### config.mk
export PLATFORM = sky130hd
export DESIGN_NAME = if_stage
export DESIGN_NICKNAME = d
export VERILOG_FILES = /design/src/rtl/if_stage_pkg.sv /design/src/rtl/if_inst_buffer.sv /design/src/rtl/if_stage.sv
export SDC_FILE = /design/constraint.sdc
export NUM_CORES = 1
export LEC_CHECK = 0
export CAP_MARGIN = 20
export CORE_MARGIN = 1.5
export CORE_UTILIZATION = 46
export CTS_BUF_LIST = sky130_fd_sc_hd__clkbuf_4 sky130_fd_sc_hd__clkbuf_8
export CTS_CLUSTER_DIAMETER = 30
export DETAILED_ROUTE_END_ITERATION = 16
export GPL_TIMING_DRIVEN = 0
export MAX_ROUTING_LAYER = met4
export PLACE_DENSITY = 0.88
export SYNTH_ARGS = -nofsm -noshare
export SYNTH_HDL_FRONTEND = slang
export SYNTH_SLANG_ARGS = --single-unit
### constraint.sdc
create_clock -name clk -period 4.6 [get_ports clk]
set_input_delay 0.46 -clock clk [delete_from_list [all_inputs] [get_ports clk]]
set_output_delay 0.46 -clock clk [all_outputs]
set_load 0.02 [all_outputs]
### src/rtl/if_stage_pkg.sv
// Shared widths and helpers for the instruction-fetch response stage.
// Width helpers describe the packed packets exchanged with pre-IF and ID.
package if_stage_pkg;

  localparam int PcWidth          = 32;
  localparam int InstWidth        = 32;
  localparam int ExceptionTypeLen = 16;
  localparam int CancelWidth      = 2;

  // Action applied to the cancel counter in a given cycle.
  typedef enum logic [1:0] {
    CNT_HOLD = 2'd0,
    CNT_INC  = 2'd1,
    CNT_DEC  = 2'd2
  } cnt_op_t;

  // Packet held from pre-IF: {excep_en, excep_type, pc}; req is consumed at capture.
  function automatic int preif_to_if_w(input int pc_w, input int exc_w);
    return 1 + exc_w + pc_w;
  endfunction

  // Packet to ID: {valid, excep_en, excep_type, pc, inst}.
  function automatic int if_to_id_w(input int pc_w, input int inst_w, input int exc_w);
    return 2 + exc_w + pc_w + inst_w;
  endfunction

  // Feedback to pre-IF: {we, pc}.
  function automatic int if_to_pre_w(input int pc_w);
    return 1 + pc_w;
  endfunction

endpackage

### src/rtl/if_inst_buffer.sv
// One-entry skid register holding an instruction while ID is stalled.
// data_o forwards the live RAM data unless a buffered word is present.
module if_inst_buffer #(
  parameter int INST_W = 32
) (
  input  logic              clk,
  input  logic              rst_n,
  input  logic              load,
  input  logic              clear,
  input  logic [INST_W-1:0] ram_data,
  output logic              buf_vld,
  output logic [INST_W-1:0] data_o
);

  logic [INST_W-1:0] buf_q;

  always_ff @(posedge clk or negedge rst_n) begin
    if (!rst_n) begin
      buf_vld <= 1'b0;
      buf_q   <= '0;
    end else if (clear) begin
      buf_vld <= 1'b0;
    end else if (load) begin
      buf_vld <= 1'b1;
      buf_q   <= ram_data;
    end
  end

  assign data_o = buf_vld ? buf_q : ram_data;

endmodule

### src/rtl/if_stage.sv
// Instruction-fetch response stage: pairs each fetch packet with its RAM
// response, skids it while ID stalls and discards responses of flushed fetches.
module if_stage
  import if_stage_pkg::*;
#(
  parameter int PC_W     = PcWidth,
  parameter int INST_W   = InstWidth,
  parameter int EXC_W    = ExceptionTypeLen,
  parameter int CANCEL_W = CancelWidth
) (
  input  logic              clk,
  input  logic              rst_n,
  input  logic              prev_to_now_valid_i,
  output logic              now_allowin_o,
  input  logic              prev_req_i,
  input  logic [PC_W-1:0]   prev_pc_i,
  input  logic              prev_excep_en_i,
  input  logic [EXC_W-1:0]  prev_excep_type_i,
  input  logic              excep_flush_i,
  input  logic              inst_ram_data_ok_i,
  input  logic [INST_W-1:0] inst_ram_rdata_i,
  input  logic              next_allowin_i,
  output logic              now_to_next_valid_o,
  output logic [PC_W-1:0]   to_next_pc_o,
  output logic [INST_W-1:0] to_next_inst_o,
  output logic              to_next_excep_en_o,
  output logic [EXC_W-1:0]  to_next_excep_type_o,
  output logic              to_preif_we_o,
  output logic [PC_W-1:0]   to_preif_pc_o
);

  localparam int PktW = preif_to_if_w(PC_W, EXC_W);
  localparam int IdW  = if_to_id_w(PC_W, INST_W, EXC_W);
  localparam int PreW = if_to_pre_w(PC_W);

  logic                valid;
  logic                wait_data;
  logic [PktW-1:0]     pkt;
  logic [CANCEL_W-1:0] cancel_cnt;
  cnt_op_t             cnt_op;

  logic                excep_en;
  logic [EXC_W-1:0]    excep_type;
  logic [PC_W-1:0]     pc;

  logic                cnt_zero;
  logic                data_hit;
  logic                drop;
  logic                ready_go;
  logic                leave;
  logic                capture;
  logic                cancel_req;
  logic                buf_load;
  logic                buf_clear;
  logic                buf_vld;
  logic [INST_W-1:0]   buf_data;

  logic [IdW-1:0]      id_bus;
  logic [PreW-1:0]     pre_bus;

  assign pc         = pkt[PC_W-1:0];
  assign excep_type = pkt[PC_W +: EXC_W];
  assign excep_en   = pkt[PktW-1];

  // A response belongs to the current packet only once every cancelled
  // response ahead of it has drained.
  assign cnt_zero   = (cancel_cnt == '0);
  assign data_hit   = wait_data & inst_ram_data_ok_i & cnt_zero;
  assign drop       = inst_ram_data_ok_i & ~cnt_zero;

  assign ready_go      = valid & (excep_en | buf_vld | data_hit);
  assign leave         = ready_go & next_allowin_i;
  assign now_allowin_o = ~valid | leave;
  assign capture       = prev_to_now_valid_i & now_allowin_o & ~excep_flush_i;
  assign cancel_req    = excep_flush_i & valid & wait_data & ~data_hit;

  always_comb begin
    cnt_op = CNT_HOLD;
    if (cancel_req && !drop) begin
      cnt_op = CNT_INC;
    end else if (drop && !cancel_req) begin
      cnt_op = CNT_DEC;
    end
  end

  always_ff @(posedge clk or negedge rst_n) begin
    if (!rst_n) begin
      cancel_cnt <= '0;
    end else begin
      case (cnt_op)
        CNT_INC: if (cancel_cnt != '1) cancel_cnt <= cancel_cnt + 1'b1;
        CNT_DEC: cancel_cnt <= cancel_cnt - 1'b1;
        default: cancel_cnt <= cancel_cnt;
      endcase
    end
  end

  always_ff @(posedge clk or negedge rst_n) begin
    if (!rst_n) begin
      valid     <= 1'b0;
      wait_data <= 1'b0;
      pkt       <= '0;
    end else if (excep_flush_i) begin
      valid     <= 1'b0;
      wait_data <= 1'b0;
    end else if (capture) begin
      valid     <= 1'b1;
      wait_data <= prev_req_i & ~prev_excep_en_i;
      pkt       <= {prev_excep_en_i, prev_excep_type_i, prev_pc_i};
    end else begin
      if (leave) valid <= 1'b0;
      if (data_hit) wait_data <= 1'b0;
    end
  end

  // Only a response consumed while ID refuses it needs to be skidded.
  assign buf_load  = data_hit & ~next_allowin_i & ~excep_flush_i;
  assign buf_clear = leave | excep_flush_i;

  if_inst_buffer #(
    .INST_W (INST_W)
  ) u_inst_buffer (
    .clk      (clk),
    .rst_n    (rst_n),
    .load     (buf_load),
    .clear    (buf_clear),
    .ram_data (inst_ram_rdata_i),
    .buf_vld  (buf_vld),
    .data_o   (buf_data)
  );

  assign id_bus = {ready_go & ~excep_flush_i, excep_en, excep_type, pc,
                   excep_en ? {INST_W{1'b0}} : buf_data};

  assign to_next_inst_o       = id_bus[INST_W-1:0];
  assign to_next_pc_o         = id_bus[INST_W +: PC_W];
  assign to_next_excep_type_o = id_bus[INST_W+PC_W +: EXC_W];
  assign to_next_excep_en_o   = id_bus[IdW-2];
  assign now_to_next_valid_o  = id_bus[IdW-1];

  assign pre_bus       = {valid & ~excep_flush_i, pc};
  assign to_preif_pc_o = pre_bus[PC_W-1:0];
  assign to_preif_we_o = pre_bus[PreW-1];

endmodule

==> results.yml <==
logic_synthesis:
  synthCells: 434
  yosys.cell_types.count: 29
  ys_warn_count: 0
  synthFlopType: "dfrtp_1"
  synth_seq_area_share: 0.485
  ys_seq_elements: 86
  synth_nets: 522
  syn_area_um2: 4430
  synthArstFlopShare: 1.00
  syn_area_per_cell_um2: 10.2
  synth_edf_count: 0
timing:
  slew_headroom: 0.496
  rsz0062_at_grt: "false"
  whs_ns: 0.512
  worst_slack_ns: 1.42
  setup_viol: 0
  tns_ns: 0
  final_max_slew_viol_count: 0
  fin_crit_ns: 3.18
  skew_ns: 0.0129
  finalHoldViolations: 0
  finalCritPeriodShare: 0.692
  worst_pin_slew_ns: 0.756
  clock.fmax_mhz: 314
job:
  cap_violations: 0
worst_setup_path:
  crit_start: "inst_ram_data_ok_i"
  timing.critical_path.mode_cell: "clkdlybuf4s50_1"
  cpMaxStageDelayCell: "clkdlybuf4s50_1"
  slowest_delay_ns: 0.63
  crit_path_start_kind: "primary input"
  path_cells: "clkdlybuf4s50_1 > or3b_1 > buf_2 > o211a_1 > clkbuf_1 > inv_1 > clkdlybuf4s50_1"
  cp.required_ns: 4.14
  critical_path.max_fanout: 9
  end_kind: "primary output"
  critPathKind: "primary input to primary output"
  cp.arrival_ns: 2.72
  rr_startpoint: "u_inst_buffer.buf_vld"
pwr:
  p_leak_nw: 2.90
  ir_drop_mv: 0.189
  finalPower_mw: 2.49
  power.density_nw_per_um2: 363
grt:
  grt_max_degree: 72
  grt_pass1_vias: 4153
  antenna_found_initial: 0
  grt_pass1_wl_mm: 20.5
  overflow: 0
  grt_util_all_layers: 0.262
finish:
  final.fill_count: 662
  ff_latch_area_um2: 2150
  multiInputGateArea_um2: 1850
  nets: 738
  syn2layout_area_growth_pct: 54.9
  drive_gt1_frac: 0.137
  diodes: 0
cts:
  cts-hold-fix-buffers: 1
  clkLatencyLatePin_ns: 0.36
  path_clk_slew_ns: 0.09
  clock-sinks: 86
  cts-htree-levels: 3
  cts_tree: "yes"
  post_cts_resized: 0
  post_cts_buffers: 0
  cts_made_buffers: 9
  cts_buffer_depth: 2
  cts_root_buffer: "clkbuf_8"
placement:
  portBuffers: 203
  place_ws_ns: 1.41
  gp_congestion: 0.777
  place_hpwl_mm: 9.75
route:
  firstDrtPassIters: 5
  wirelength_mm: 13.1
  drtAntennaViolNets: 0
  vias_per_cell: 5.27
  num_vias: 4130
  drt-initial-drc-count: 169
  drc: 0
  wl_per_cell_um: 16.8
floorplan:
  core-area_um2: 9280
  dieArea_um2: 10200
  start_util: 0.477
  die_w_um: 101
  num_io_pins: 204
  die_h_um: 101
  rows: 35
min_path:
  min_path_type: "primary input to async pin"
run_status:
  status: "finished clean"
Yosys cell counts, types with 2 or more instances:
library cell   n  area share
mux2_2         4       0.010
buf_6          4       0.010
o22ai_1       49       0.069
dfrtp_1       86        0.49
nand3_1        2      0.0023
o21ai_0       50       0.056
mux2_4        29       0.098
inv_1          3      0.0025
a211oi_1       2      0.0034
nor2_1        34       0.029
a21oi_1        2      0.0023
nand2_1       54       0.046
mux2i_1       32       0.072
nor2b_1        3      0.0042
clkbuf_1      35       0.030
buf_4         32       0.054
worst paths after layout:
| path | slack (ns) | endpoint | cells past startpoint |
|---|---|---|---|
| setup / recovery | 1.42 | now_allowin_o | 7 |
| hold / removal | 0.51 | u_inst_buffer.buf_q[13] | 2 |
| setup reg to reg | 2.14 | pkt[16] | 6 |
| hold reg to reg | 0.51 | u_inst_buffer.buf_q[12] | 1 |
| max in group asynchronous | 3.47 | wait_data | 3 |
| min in group clk | 0.51 | u_inst_buffer.buf_q[12] | 1 |
state kept, by name (all words and copies together), names as in the netlist:
register and cells:
pkt 49, u_inst_buffer.buf_q 32, cancel_cnt 2, u_inst_buffer.buf_vld 1
valid 1, wait_data 1
cell families after synthesis:
| kind of cell | share of synthesized area |
|---|---|
| compound gates | 0.145 |
| simple gates | 0.0914 |
| flops | 0.485 |
| buf+inv | 0.0977 |
| mux | 0.181 |
power by group:
part / switching [mW] / total [mW] / internal [mW]
registers: 0.0817 / 0.951 / 0.870
clock network: 0.294 / 0.551 / 0.258
logic: 0.468 / 0.988 / 0.520
total: 0.843 / 2.49 / 1.65
layout by cell type (no fill, tap or decap), types with 2 or more instances in the layout:
master and instances:
a211oi_1 2, inv_6 3, inv_1 3, a21oi_1 2, mux2i_1 32, nand3_1 2
dfrtp_1 86, o21ai_0 50, clkinvlp_4 2, nor2_1 34, buf_4 33, clkdlybuf4s50_1 202
clkbuf_8 9, mux2_4 29, buf_6 4, mux2_2 4, nor2b_1 3, nand2_1 54
clkbuf_1 35, o22ai_1 49
worst max-delay path: cells and delay by family:
family,cells,cell delay [ns]
AO/OA/AOI/OAI,1,0.23
buffers and inverters,5,1.65
AND/OR/NAND/NOR,1,0.37
layer usage:
layer	up-vias	global-route usage	part of all wire
met1	2025	0.311	0.40
met3	14	0.0504	0.073
met5	-	-	0
li1	1918	-	-
met4	0	0.0705	0.0095
met2	173	0.455	0.51
cell type report:
type	count	share of cell area
Clock inverter	7	0.0117
Sequential cell	86	0.313
Multi-Input combinational cell	273	0.269
Clock buffer	9	0.0180
Inverter	3	0.00164
Buffer	72	0.0614
Tap cell	129	0.0235
Timing Repair Buffer	205	0.301
through the flow:
stage,area [um^2],cells,util
6_report,6870,784,0.739
5_1_grt,6870,784,0.739
4_1_cts,6870,784,0.739
3_5_place_dp,6650,767,0.716
3_3_place_gp,6630,766,0.714
2_1_floorplan,4430,434,-
(Power assumes the default switching activity.)
